`src/rtl/lsu_dccm_bank_arb_pkg.sv`:
```
// Shared types for the DCCM bank arbiter: read-pipe entry and bank-index helper.
package lsu_dccm_bank_arb_pkg;

    localparam int BANK_IDX_W = 4;   // up to 16 banks
    localparam int OFS_W      = 3;   // up to 64-bit bank words

    typedef logic [BANK_IDX_W-1:0] bank_idx_t;

    typedef struct packed {
        logic              valid;
        bank_idx_t         lo_bank;
        bank_idx_t         hi_bank;
        logic [OFS_W-1:0]  offset;
    } dccm_rd_pipe_t;

    function automatic bank_idx_t bank_of(input logic [31:0] addr, input int bw, input int nbw);
        logic [31:0] mask;
        mask = (32'd1 << nbw) - 32'd1;
        return bank_idx_t'((addr >> bw) & mask);
    endfunction

endpackage

```
`src/rtl/lsu_dccm_bank_arb_rd_pipe.sv`:
```
// RD_LAT-deep freezable shift register tracking in-flight DCCM reads.
module lsu_dccm_rd_pipe
    import lsu_dccm_bank_arb_pkg::*;
#(
    parameter int RD_LAT = 1
) (
    input  logic          clk,
    input  logic          rst_l,
    input  logic          freeze,
    input  dccm_rd_pipe_t in_ent,
    output dccm_rd_pipe_t out_ent
);

    dccm_rd_pipe_t stage [RD_LAT];

    always_ff @(posedge clk) begin
        if (!rst_l) begin
            for (int i = 0; i < RD_LAT; i++) stage[i] <= '0;
        end else if (!freeze) begin
            stage[0] <= in_ent;
            for (int i = 1; i < RD_LAT; i++) stage[i] <= stage[i-1];
        end
    end

    assign out_ent = stage[RD_LAT-1];

endmodule

```
`src/rtl/lsu_dccm_bank_arb.sv`:
```
// N-bank DCCM port controller: load/store bank arbitration, read pipe, forward merge.
// Optional RV_DCCM_ECC_EN: pass ECC through on writes and in ld_raw; otherwise those fields are 0.
module lsu_dccm_bank_arb
    import lsu_dccm_bank_arb_pkg::*;
#(
    parameter int DCCM_BITS  = 16,
    parameter int DATA_WIDTH = 32,
    parameter int ECC_WIDTH  = 7,
    parameter int NUM_BANKS  = 4,
    parameter int RD_LAT     = 1,
    parameter int STARVE_MAX = 7
) (
    input  logic                                        clk,
    input  logic                                        rst_l,
    input  logic                                        freeze,
    input  logic                                        ld_valid,
    input  logic [DCCM_BITS-1:0]                        ld_addr,
    input  logic [DCCM_BITS-1:0]                        ld_end_addr,
    output logic                                        ld_ready,
    input  logic                                        st_valid,
    input  logic [DCCM_BITS-1:0]                        st_addr,
    input  logic [DATA_WIDTH-1:0]                       st_data,
    input  logic [ECC_WIDTH-1:0]                        st_ecc,
    output logic                                        st_commit,
    input  logic [2*DATA_WIDTH-1:0]                     fwd_data,
    input  logic [2*(DATA_WIDTH/8)-1:0]                 fwd_byteen,
    output logic [NUM_BANKS-1:0]                        bank_rden,
    output logic [NUM_BANKS-1:0]                        bank_wren,
    output logic [NUM_BANKS*DCCM_BITS-1:0]              bank_addr,
    output logic [DATA_WIDTH+ECC_WIDTH-1:0]             bank_wr_data,
    input  logic [NUM_BANKS*(DATA_WIDTH+ECC_WIDTH)-1:0] bank_rd_data,
    output logic                                        ld_rvalid,
    output logic [DATA_WIDTH-1:0]                       ld_rdata,
    output logic [2*(DATA_WIDTH+ECC_WIDTH)-1:0]         ld_raw
);

    localparam int BYTE_W = DATA_WIDTH / 8;
    localparam int BW     = $clog2(BYTE_W);
    localparam int NBW    = $clog2(NUM_BANKS);
    localparam int EW     = DATA_WIDTH + ECC_WIDTH;
    localparam int SW     = $clog2(STARVE_MAX + 1);

    bank_idx_t      lo_bank, hi_bank, st_bank;
    logic           conflict, starve_max;
    logic [SW-1:0]  starve_cnt;

    assign lo_bank = bank_of(32'(ld_addr), BW, NBW);
    assign hi_bank = bank_of(32'(ld_end_addr), BW, NBW);
    assign st_bank = bank_of(32'(st_addr), BW, NBW);

    assign conflict   = ld_valid & ((st_bank == lo_bank) | (st_bank == hi_bank));
    assign starve_max = (starve_cnt == SW'(STARVE_MAX));
    assign st_commit  = st_valid & ~freeze & (~conflict | starve_max);
    assign ld_ready   = ld_valid & ~freeze & ~(st_valid & starve_max & conflict);

    // A starved store takes the bank from the load, so rden/wren never collide.
    for (genvar b = 0; b < NUM_BANKS; b++) begin : g_bank
        assign bank_rden[b] = ld_ready & ((lo_bank == bank_idx_t'(b)) | (hi_bank == bank_idx_t'(b)));
        assign bank_wren[b] = st_commit & (st_bank == bank_idx_t'(b));
        assign bank_addr[b*DCCM_BITS +: DCCM_BITS] =
            !bank_rden[b]                 ? st_addr :
            (lo_bank == bank_idx_t'(b))   ? ld_addr : ld_end_addr;
    end

    always_ff @(posedge clk) begin
        if (!rst_l)                                  starve_cnt <= '0;
        else if (st_commit)                          starve_cnt <= '0;
        else if (st_valid && !freeze && !starve_max) starve_cnt <= starve_cnt + 1'b1;
    end

    dccm_rd_pipe_t pipe_in, pipe_out;

    always_comb begin
        pipe_in         = '0;
        pipe_in.valid   = ld_ready;
        pipe_in.lo_bank = lo_bank;
        pipe_in.hi_bank = hi_bank;
        pipe_in.offset  = OFS_W'(ld_addr[BW-1:0]);
    end

    lsu_dccm_rd_pipe #(.RD_LAT(RD_LAT)) u_rd_pipe (
        .clk     (clk),
        .rst_l   (rst_l),
        .freeze  (freeze),
        .in_ent  (pipe_in),
        .out_ent (pipe_out)
    );

    logic [EW-1:0]           lo_w, hi_w;
    logic [2*DATA_WIDTH-1:0] rd_merged;
    logic [DATA_WIDTH-1:0]   rd_shifted;
    logic [2*EW-1:0]         raw_n;
    int                      ofs;

    always_comb begin
        lo_w = '0;
        hi_w = '0;
        for (int b = 0; b < NUM_BANKS; b++) begin
            if (pipe_out.lo_bank == bank_idx_t'(b)) lo_w = bank_rd_data[b*EW +: EW];
            if (pipe_out.hi_bank == bank_idx_t'(b)) hi_w = bank_rd_data[b*EW +: EW];
        end
    end

    // Forwarded store bytes override bank bytes before alignment.
    always_comb begin
        rd_merged = {hi_w[DATA_WIDTH-1:0], lo_w[DATA_WIDTH-1:0]};
        for (int i = 0; i < 2*BYTE_W; i++)
            if (fwd_byteen[i]) rd_merged[8*i +: 8] = fwd_data[8*i +: 8];
        ofs = int'(pipe_out.offset) & (BYTE_W - 1);
        rd_shifted = '0;
        for (int i = 0; i < BYTE_W; i++)
            rd_shifted[8*i +: 8] = rd_merged[8*(i+ofs) +: 8];
    end

`ifdef RV_DCCM_ECC_EN
    assign bank_wr_data = {st_ecc, st_data};
    assign raw_n        = {hi_w, lo_w};
`else
    logic unused_ecc;
    assign unused_ecc   = ^{st_ecc, hi_w[EW-1:DATA_WIDTH], lo_w[EW-1:DATA_WIDTH]};
    assign bank_wr_data = {{ECC_WIDTH{1'b0}}, st_data};
    assign raw_n        = {{ECC_WIDTH{1'b0}}, hi_w[DATA_WIDTH-1:0],
                           {ECC_WIDTH{1'b0}}, lo_w[DATA_WIDTH-1:0]};
`endif

    always_ff @(posedge clk) begin
        if (!rst_l) begin
            ld_rvalid <= 1'b0;
            ld_rdata  <= '0;
            ld_raw    <= '0;
        end else if (!freeze) begin
            ld_rvalid <= pipe_out.valid;
            if (pipe_out.valid) begin
                ld_rdata <= rd_shifted;
                ld_raw   <= raw_n;
            end
        end
    end

endmodule

```
`config.mk`:
```
export PLATFORM = sky130hd
export DESIGN_NAME = lsu_dccm_bank_arb
export DESIGN_NICKNAME = d
export VERILOG_FILES = /design/src/rtl/lsu_dccm_bank_arb_pkg.sv /design/src/rtl/lsu_dccm_bank_arb_rd_pipe.sv /design/src/rtl/lsu_dccm_bank_arb.sv
export SDC_FILE = /design/constraint.sdc
export NUM_CORES = 1
export LEC_CHECK = 0
export ABC_AREA = 0
export CORE_AREA = 2 2 208 210
export CTS_CLUSTER_DIAMETER = 40
export DETAILED_ROUTE_END_ITERATION = 10
export DIE_AREA = 0 0 210 212
export SYNTH_ARGS = -nofsm -noshare
export SYNTH_HDL_FRONTEND = slang
export SYNTH_SLANG_ARGS = --single-unit
```
`constraint.sdc`:
```
create_clock -name clk -period 2.3 [get_ports clk]
set_input_delay 0.46 -clock clk [delete_from_list [all_inputs] [get_ports clk]]
set_output_delay 0.46 -clock clk [all_outputs]
set_load 0.05 [all_outputs]
```
### Word level (Yosys, flattened, before mapping)

Memories as Yosys holds them, arrays and structs flattened.
Index checks and enable logic that the tools add are counted.

| word-level totals | value |
|---|---|
| bits in registers | 100 |
| bits in writable memories | 7 |
| input bits | 320 |
| output and inout port bits | 224 |
| word-level logic and storage cells | 98 |
| memories | 1 |

Memories:

| name | words | width | read ports | clocked after Yosys merged registers in | write ports | line | text |
|---|---|---|---|---|---|---|---|
| u_rd_pipe.stage | 1 | 7 | 1 | 0 | 1 | lsu_dccm_bank_arb_rd_pipe.sv:14 | `dccm_rd_pipe_t stage [RD_LAT];` |

| operators by class | value |
|---|---|
| $add $sub $neg | 4 |
| equality and inequality tests | 18 |
| shifts and indexed selects | 4 |
| mux-type cells | 30 |
| bitwise gates (word level) | 25 |
| reduce and logical (&&, ||, !) cells | 12 |

Operator list:

| cell | number |
|---|---|
| $mux W32 | 8 |
| $shiftx A64 B7 Y8 | 3 |
| $mux W16 | 8 |
| $mux W8 | 8 |
| $shiftx A64 B6 Y8 | 1 |
| $logic_not A4 Y1 | 5 |
| $eq A4 B2 Y1 const B | 4 |
| $and A1 B1 Y1 | 15 |
| $eq A2 B2 Y1 const B | 6 |
| $eq A4 B1 Y1 const B | 2 |
| $mux W7 | 1 |
| $reduce_or A7 Y1 | 1 |
| $add A2 B2 Y3 const A | 2 |
| $eq A2 B1 Y1 const B | 3 |
| $or A1 B1 Y1 | 6 |
| $mux W1 | 5 |
| $eq A2 B2 Y1 | 2 |
| $not A1 Y1 | 4 |
| $add A1 B2 Y3 const A | 1 |
| $add A3 B1 Y3 const B | 1 |
| $eq A3 B3 Y1 const B | 1 |
| $logic_and A1 B1 Y1 | 2 |
| $logic_not A1 Y1 | 2 |
| $reduce_and A2 Y1 | 1 |
| $reduce_or A2 Y1 | 1 |

### Logic depth before layout (Yosys ltp)

Gate-level depths: netlist of run 1.

| depth | value |
|---|---|
| depth after elaboration | 8 |
| gate-level depth with buffers | 9 |
| gate-level depth less buffers | 6 |

### Hierarchy

From an unflattened synthesis of run 1, not the netlist that was laid out.

| unflattened totals | value |
|---|---|
| cell total of the unflattened synthesis | 1,083 |
| area, all modules | 8,931.1 um2 |

By module, submodules not included:

| module | instances | cells an instance | area an instance (um2) | seq. area each (um2) |
|---|---|---|---|---|
| lsu_dccm_bank_arb | 1 | 1,056 | 8,439.3 | 2,001.9 |
| lsu_dccm_rd_pipe | 1 | 27 | 491.7 | 360.3 |

### Least setup slack after synthesis of run 1

Ideal clock, no wire load.

| path | value |
|---|---|
| path kind | input to output |
| start | input st_addr[2] |
| end | output bank_addr[10] |
| data arrival time | 2.552 ns |
| data required time | 1.840 ns |
| path slack | -0.712 ns |
| stages | 6 |
| buffers on the path | 2 |
| cell sequence | buf_2 > xnor2_1 > a22oi_2 > o221ai_1 > clkbuf_1 > o21ai_0 |

| between the ends | value |
|---|---|
| cells in the longest elaborated chain, start to end | 8 |
| elaborated cells between the ends (all ways) | 9 |
| those cells by class | eq/ne: 2; mux: 1; bitwise: 6 |

RTL lines:

| item | line | text |
|---|---|---|
| start, declared | lsu_dccm_bank_arb.sv:21 | `input logic [DCCM_BITS-1:0] st_addr,` |
| $eq A2 B2 Y1 | lsu_dccm_bank_arb.sv:51 | `assign conflict = ld_valid & ((st_bank == lo_bank) \| (st_bank == hi_bank));` |
| $or A1 B1 Y1 * | lsu_dccm_bank_arb.sv:51 |  |
| $and A1 B1 Y1 * | lsu_dccm_bank_arb.sv:51 |  |
| $and A1 B1 Y1 * | lsu_dccm_bank_arb.sv:54 | `assign ld_ready = ld_valid & ~freeze & ~(st_valid & starve_max & conflict);` |
| $not A1 Y1 * | lsu_dccm_bank_arb.sv:54 |  |
| $and A1 B1 Y1 * | lsu_dccm_bank_arb.sv:54 |  |
| $and A1 B1 Y1 * | lsu_dccm_bank_arb.sv:58 | `assign bank_rden[b] = ld_ready & ((lo_bank == bank_idx_t'(b)) \| (hi_bank == bank_idx_t'(b)));` |
| $mux W16 * | lsu_dccm_bank_arb.sv:61 | `!bank_rden[b] ? st_addr :` |
| end, declared | lsu_dccm_bank_arb.sv:29 | `output logic [NUM_BANKS*DCCM_BITS-1:0] bank_addr,` |

Every way passes the cells marked *; elsewhere a longest branch is shown, timed or not.

### Worst setup path after layout of run 1

| path | value |
|---|---|
| start | input st_addr[2] |
| end | output bank_addr[55] |

The elaborated chain is that of the path after synthesis.

==> summary.txt, run 1 <==
Floorplanning
  – Die height: 212 µm
  – I/O pin count: 544
  – Core box area: 42510 µm²
  – Initial Utilization: 0.2025
  – FP Rows: 76
  – DIE AREA: 44520 µm²
  – Die W: 210 µm

Synthesis
  – Synth cell types: 51
  – Dominant cells by area after synthesis: dfxtp_1, nand2_1, mux2i_1
  – Post-Synthesis Cells: 1060
  – Largest area contributor in the netlist: dfxtp_1
  – Syn_area_per_cell: 8.120 µm²
  – Top-area cell type share of the netlist area: 0.2326
  – Synthesis Warnings: 0
  – Mapped Area: 8607 µm²
  – Register area share after synthesis: 0.2570
  – #FFs+latches synth: 107

Clock tree
  – CTS Buf Count: 9
  – Clk slew on worst S/H paths: 70 ps
  – Number of H-tree levels: 3
  – CTS root buffer: clkbuf_16
  – CTS sink cnt: 107
  – CTS tree: built
  – CTS hold repair buffers: 0
  – Clock latency on the worst-skew pair: 370 ps
  – Clock buffer depth: 2

Routing
  – WL per Instance: 22.66 µm
  – Pre-Repair DR Iteration Count: 5
  – Iteration-0 DRC Markers: 574
  – Residual DRC: 0
  – Vias: 9996
  – Final WL: 46730 µm
  – Remaining antenna violation count: 0
  – Number of vias per cell: 4.848

Min path
  – Hold path start: ld_raw[27]$_SDFFE_PN0P_
  – WHS Endpoint: ld_raw[27]$_SDFFE_PN0P_
  – Hold Path Class: register to register
  – Hold Path Cell Cnt: 2

Global route
  – Initial antenna violation count: 4
  – GRT met2 Usage: 0.3611
  – First-pass GRT wire length: 66760 µm
  – Number of global-route vias before repair: 10459
  – Pin count of the biggest net entering global routing: 54
  – Met1 Usage GRT: 0.2183
  – Grt ovf: 0
  – Grt peak-use layer: met2
  – Met3 Use GR: 0.07001
  – GR Util All Layers: 0.2021

Setup path
  – Critical path's largest stage delay: 270 ps
  – Crit-path slowest cell: a22oi_2
  – Worst Reg2Reg Path Length in Cells: 8
  – FF-to-FF setup slack: 50 ps
  – Critical path depth: 10
  – Critical Path, Cell by Cell: buf_12 -> xnor2_4 -> a22oi_2 -> buf_4 -> o211ai_1 -> buf_4 -> clkbuf_16 -> buf_6 -> o21ai_4 -> buf_12
  – Delay-heaviest family, CP: buffers and inverters
  – RR Startpoint: u_rd_pipe.stage[0][4]$_SDFFCE_PN0P_
  – Reg-to-Reg End: ld_rdata[23]$_SDFFE_PN0P_
  – Worst Setup Start Kind: primary input
  – Worst setup path class: primary input to output port
  – Crit end category: output port
  – CP max FO: 8
  – Crit path required time: 1840 ps
  – WP buf/inv: 6
  – Critical Path AT: 2060 ps

Timing
  – Slew HR: 0.5704
  – Crit share post-route: 1.094
  – RSZ-0062 raised after global routing: yes
  – Final Worst Setup Slack: -217.3 ps
  – Post-route minimum period: 2517 ps
  – Worst Clk Skew: 10.40 ps
  – Finish-stage setup viols: 70
  – Maximum clock frequency: 397.3 MHz
  – Final Hold Fails: 0
  – Max-slew violations: 0
  – Slew @ Worst Pin: 644.5 ps

Finish
  – Ratio of cells with drive above 1 in the final layout: 0.3020
  – # nets final: 1830
  – Fillcell total: 4164
  – Storage element area: 2215 µm²
  – Fin area: 16300 µm²
  – Layout area overhead: 89.43%
  – Area of the multi-input gates: 6734 µm²

Placed design
  – Final Wtd Congestion: 0.8630
  – Post-place setup slack: -640.9 ps
  – IO buf count: 414
  – Area after DPL: 14820 µm²
  – Post-DP HPWL: 36930 µm

Power
  – PD cells: 469.6 nW/µm²
  – Pleak: 0.006389 µW
  – Peak supply drop: 0.4076 mV

Run status
  – Failing checks: setup timing
  – Status: complete, but fails checks

Job
  – Total of max-cap violations: 0
-- worst reg2reg max path, cell delays in order (launching register included) --
cell and delay, ps:
edfxtp_1 380, buf_12 180, mux4_2 600, mux2i_4 210, buf_4 160, a2bb2oi_1 150
buf_4 190, o22ai_1 180, nor2_1 80
-- layer usage --
layer | part of all wire | routed length [µm]
met5 | 0.0011 | 50
met1 | 0.37 | 17180
met2 | 0.50 | 23450
met4 | 0.037 | 1734
met3 | 0.092 | 4311
-- cell type report --
class / count / share of cell area
multi-input cells: 819 / 0.4130
repair buffers: 558 / 0.3871
flip-flops and latches: 107 / 0.1358
well taps: 546 / 0.04190
clock buffers: 10 / 0.01404
clock inverters: 6 / 0.003914
inverters: 13 / 0.003760
diodes: 3 / 0.0004604
-- where the power goes --
group / internal (µW) / switching [µW]
clock: 848 / 789
combinational: 1760 / 2200
sequential: 1980 / 74.1
-- flip-flops by register name, summed over array words and instances (netlist names) --
name             flops
ld_raw              64
u_rd_pipe.stage      7
starve_cnt           3
ld_rdata            32
ld_rvalid            1
-- cells by family after synthesis --
kind of cell / share of synthesized area
other: 0.0004357
DFF: 0.2570
adders and majority gates: 0.002907
muxes: 0.2721
AOI/OAI and AO/OA: 0.1958
buffers and inverters: 0.1002
and+or+nand+nor: 0.1664
xor gates and xnor gates: 0.005088
-- cell usage after synthesis (all sizes together) --
library cell	instances
a211oi	8
a21boi	5
a21oi	108
a221oi	2
a22oi	8
a2bb2o	1
a2bb2oi	5
a311oi	5
a31oi	1
a32o	3
a32oi	8
and2	8
and3	2
buf	90
clkbuf	51
clkinv	1
conb	1
dfxtp	100
edfxtp	7
ha	2
inv	12
mux2	28
mux2i	85
mux4	49
nand2	236
nand2b	26
nand3	2
nand4	1
nor2	51
nor2b	5
nor3	3
nor3b	2
o211ai	4
o21a	7
o21ai	98
o221ai	8
o22a	6
o22ai	8
or2	1
or3	7
xnor2	5
-- metrics by stage --
| stage | util | power (µW) | hold slack, ps | setup TNS [ps] | cells |
|---|---|---|---|---|---|
| after CTS | 0.3758 | 7664 | 456.5 | -9901 | 2054 |
| after floorplan | - | 4194 | 464.6 | -3493 | 1080 |
| after global routing | 0.3836 | 8006 | 480.2 | -13590 | 2062 |
| after detailed placement | 0.3487 | 5808 | 445.7 | -41980 | 2017 |
| after global placement | 0.3487 | 5795 | 441.1 | -42270 | 2017 |
| final | 0.3836 | 7657 | 455.8 | -8211 | 2062 |
-- how the worst max path moves through the flow --
stage / start / endpoint / slack, ps
after floorplan: st_addr[2] / bank_addr[16] / -110
after global placement: st_addr[2] / bank_addr[10] / -640
after detailed placement: st_addr[2] / bank_addr[10] / -640
after CTS: starve_cnt[1]$_SDFFE_PP0P_ / bank_addr[61] / -200
after global routing: starve_cnt[0]$_SDFFE_PP0P_ / bank_addr[63] / -280
final: st_addr[2] / bank_addr[55] / -220
-- layout by cell type, fill, tap and decap left out, types with 5 or more instances in the layout --
cell / netlist / routed
nand2_4: 0 / 40
or3_1: 7 / 7
a32oi_1: 8 / 8
mux4_2: 33 / 35
o21a_1: 7 / 7
a311oi_1: 5 / 5
buf_6: 2 / 27
a21boi_0: 5 / 5
clkbuf_16: 0 / 11
mux4_1: 16 / 14
conb_1: 1 / 21
o21ai_0: 96 / 39
o21ai_2: 0 / 8
nand2b_4: 0 / 6
clkdlybuf4s50_1: 0 / 322
nand2b_1: 26 / 20
nand2_1: 236 / 187
dfxtp_1: 100 / 98
o22ai_1: 8 / 8
buf_4: 56 / 108
mux2i_1: 84 / 81
nor2_1: 50 / 49
edfxtp_1: 7 / 7
o22a_1: 6 / 6
a211oi_1: 8 / 8
nand2_2: 0 / 9
mux2_2: 28 / 28
a21oi_1: 108 / 108
a22oi_1: 6 / 6
a2bb2oi_1: 5 / 5
inv_1: 11 / 6
buf_8: 0 / 5
o21ai_4: 0 / 49
buf_12: 2 / 85
-- what timing repair did --
action	in CTS	in global routing
resized for setup	187	69
pin swaps	24	16
setup buffers	13	7
endpoints found under the setup margin	81	78
cloned	9	1
Power figures use the tool's default switching activity.
==> inputs of run 2 (changes only) <==
--- a/config.mk
+++ b/config.mk
@@ -6,10 +6,12 @@
 export NUM_CORES = 1
 export LEC_CHECK = 0
 export ABC_AREA = 0
-export CORE_AREA = 2 2 208 210
+export CORE_AREA = 2 2 212 214
 export CTS_CLUSTER_DIAMETER = 40
 export DETAILED_ROUTE_END_ITERATION = 10
-export DIE_AREA = 0 0 210 212
+export DIE_AREA = 0 0 214 216
+export SKIP_CTS_REPAIR_TIMING = 1
 export SYNTH_ARGS = -nofsm -noshare
 export SYNTH_HDL_FRONTEND = slang
+export SYNTH_HIERARCHICAL = 1
 export SYNTH_SLANG_ARGS = --single-unit
==> summary.txt, run 2 <==
Power
  – Combinational share of power: 0.544 (+0.027)
  – Sequential Power Share: 0.258 (-0.011)
  – Sw Share: 0.4018 (+0.001559)
  – Peak supply drop: 0.3655 mV (-10%)
  – Clk pwr share: 0.197 (-0.017)
  – Cell Int Power: 4926 µW (+7.3%)
  – PD cells: 462.4 nW/µm² (-1.5%)
  – Final Power: 8234 µW (+7.5%)
  – Pleak: 0.007140 µW (+12%)
  – Net Sw Power: 3308 µW (+8.0%)

Finish
  – Commonest cells after routing, fill and taps aside: clkdlybuf4s50_1, buf_4, mux2i_1
  – Final Core Density: 0.4063 (+0.02267)
  – Max reg flops: 64 (unchanged)
  – Ratio of cells with drive above 1 in the final layout: 0.3810 (+0.07890)
  – Most flops, register: ld_raw
  – Most common cell after layout, fill and taps aside: clkdlybuf4s50_1
  – Layout area overhead: 100.3%
  – # nets final: 1934 (+5.7%)
  – Largest regs: ld_raw (64), ld_rdata (32), u_rd_pipe/stage (11)

Timing
  – Final Hold Fails: 0 (unchanged)
  – Slew @ Worst Pin: 1113 ps (+468.6 ps)
  – Maximum clock frequency: 381.0 MHz (-4.1%)
  – Final Worst Setup Slack: -324.5 ps (-107.2 ps)
  – Post-route minimum period: 2624 ps (+107.2 ps)
  – Max-slew violations: 0 (unchanged)
  – Worst Clk Skew: 15.22 ps (+4.823 ps)
  – Finish-stage setup viols: 75 (+7.1%)
  – RSZ-0062 raised after global routing: yes
  – Fin Hold WS: 456.3 ps (+0.4250 ps)
  – Slew HR: 0.2539 (-0.3165)
  – Crit share post-route: 1.141 (+0.04662)

Routing
  – Number of vias per cell: 4.911 (+1.3%)
  – Residual DRC: 0 (unchanged)
  – Iteration-0 DRC Markers: 784 (+37%)
  – Remaining antenna violation count: 0 (unchanged)
  – Pre-Repair DR Iteration Count: 8 (+3)
  – Final WL: 53450 µm (+14%)
  – Vias: 10858 (+8.6%)
  – WL per Instance: 24.18 µm (+6.7%)

Floorplanning
  – Die height: 216 µm (+1.9%)
  – I/O pin count: 544 (unchanged)
  – Core box area: 43840 µm² (+3.1%)
  – Initial Utilization: 0.2029 (+0.0003640)
  – DIE AREA: 46220 µm² (+3.8%)
  – Die W: 214 µm (+1.9%)
  – FP Rows: 77 (+1.3%)

Setup path
  – Critical path depth: 8 (-2)
  – Critical Path, Cell by Cell: ha_4 -> ha_4 -> a311oi_4 -> buf_6 -> o21ai_4 -> clkbuf_16 -> o21ai_4 -> buf_12
  – Worst Reg2Reg Path Length in Cells: 8 (unchanged)
  – Crit end category: output port
  – Worst setup path class: register to output port
  – Critical Path AT: 2160 ps (+100 ps)
  – Crit path required time: 1840 ps (about the same)
  – CP max FO: 8 (unchanged)
  – Crit-path slowest cell: dfxtp_2
  – Delay-heaviest family, CP: compound AO/OA/AOI/OAI gates
  – Worst Setup Start Kind: register
  – WP buf/inv: 3 (-3)
  – Critical path's largest stage delay: 340 ps (+70 ps)

Clock tree
  – CTS Buf Count: 9 (unchanged)
  – Clk slew on worst S/H paths: 80 ps (about the same)
  – CTS root buffer: clkbuf_16
  – Clock buffer depth: 2 (unchanged)
  – Clock latency on the worst-skew pair: 370 ps (about the same)
  – CTS tree: built
  – CTS sink cnt: 111 (+3.7%)
  – Number of H-tree levels: 3 (unchanged)

Synthesis
  – Synthesis Warnings: 6 (+6)
  – Mapped Area: 8892 µm² (+3.3%)
  – Syn_area_per_cell: 8.226 µm² (+1.3%)
  – Post-Synthesis Cells: 1081 (+2.0%)

Placed design
  – IO buf count: 414 (unchanged)
  – Post-place setup slack: -666.9 ps (-25.97 ps)
  – Final Wtd Congestion: 0.9832 (+14%)
  – Post-DP HPWL: 42040 µm (+14%)

Global route
  – First-pass GRT wire length: 73580 µm (+10%)
  – Number of global-route vias before repair: 10817 (+3.4%)
  – Grt ovf: 0 (unchanged)
  – Pin count of the biggest net entering global routing: 36 (-33%)
  – Initial antenna violation count: 3 (-1)
  – GR Util All Layers: 0.2126 (+0.01050)

Job
  – Total of max-cap violations: 0 (unchanged)

Run status
  – Failing checks: setup timing
  – Status: complete, but fails checks

Min path
  – Hold Path Class: register to register
  – Hold Path Cell Cnt: 2 (unchanged)
-- run 2: power by group through the flow --
stage | Combinational (µW) | Sequential, µW | Clock, µW
2_1_floorplan | 1900 | 2440 | 0
3_3_place_gp | 4020 | 2170 | 0
3_5_place_dp | 4030 | 2170 | 0
4_1_cts | 4050 | 2120 | 1670
5_1_grt | 4670 | 2140 | 1740
6_report | 4480 | 2130 | 1630
-- run 2: worst reg2reg max path, cell delays in order (launching register included) --
cell and delay (ps):
edfxtp_1 440, buf_12 180, buf_12 150, buf_6 130, mux2i_1 190, o22ai_2 140
mux2_4 310, mux4_2 520, o21ba_4 230
-- run 2: layout make-up --
class                   count  area [µm²]
clock buffers              11       252.7
inverters                  16       95.09
flip-flops and latches    111        2335
repair buffers            644        7073
diodes                      2       5.005
clock inverters             5       40.04
fillers                  4288       26030
multi-input cells         830        7267
well taps                 592       740.7
-- run 2: worst paths after layout --
check / start / to / slack (ps)
worst max-delay path: starve_cnt[0]$_SDFFE_PP0P_ / bank_addr[37] / -320
worst min-delay path: ld_raw[6]$_SDFFE_PN0P_ / ld_raw[6]$_SDFFE_PN0P_ / 460
worst max register to register: u_rd_pipe/stage[0][7]$_SDFFCE_PN0P_ / ld_rdata[8]$_SDFFE_PN0P_ / -90
worst min register to register: ld_raw[6]$_SDFFE_PN0P_ / ld_raw[6]$_SDFFE_PN0P_ / 460
-- run 2: through the flow --
| stage | instance area, µm² | setup TNS [ps] | cells |
|---|---|---|---|
| after global placement | 16090 | -54020 | 2155 |
| after floorplan | 9792 | -34540 | 1105 |
| after detailed placement | 16090 | -53640 | 2155 |
| after CTS | 16380 | -44130 | 2171 |
| after global routing | 17800 | -22120 | 2209 |
| final | 17810 | -17580 | 2211 |
-- run 2: per-layer routing --
layer / track usage / vias to the layer above / share of wire
met2: 0.3784 / 573 / 0.50
met3: 0.06357 / 98 / 0.087
li1: - / 4930 / -
met1: 0.2423 / 5253 / 0.37
met5: 0 / - / 0.00054
met4: 0.06970 / 4 / 0.037
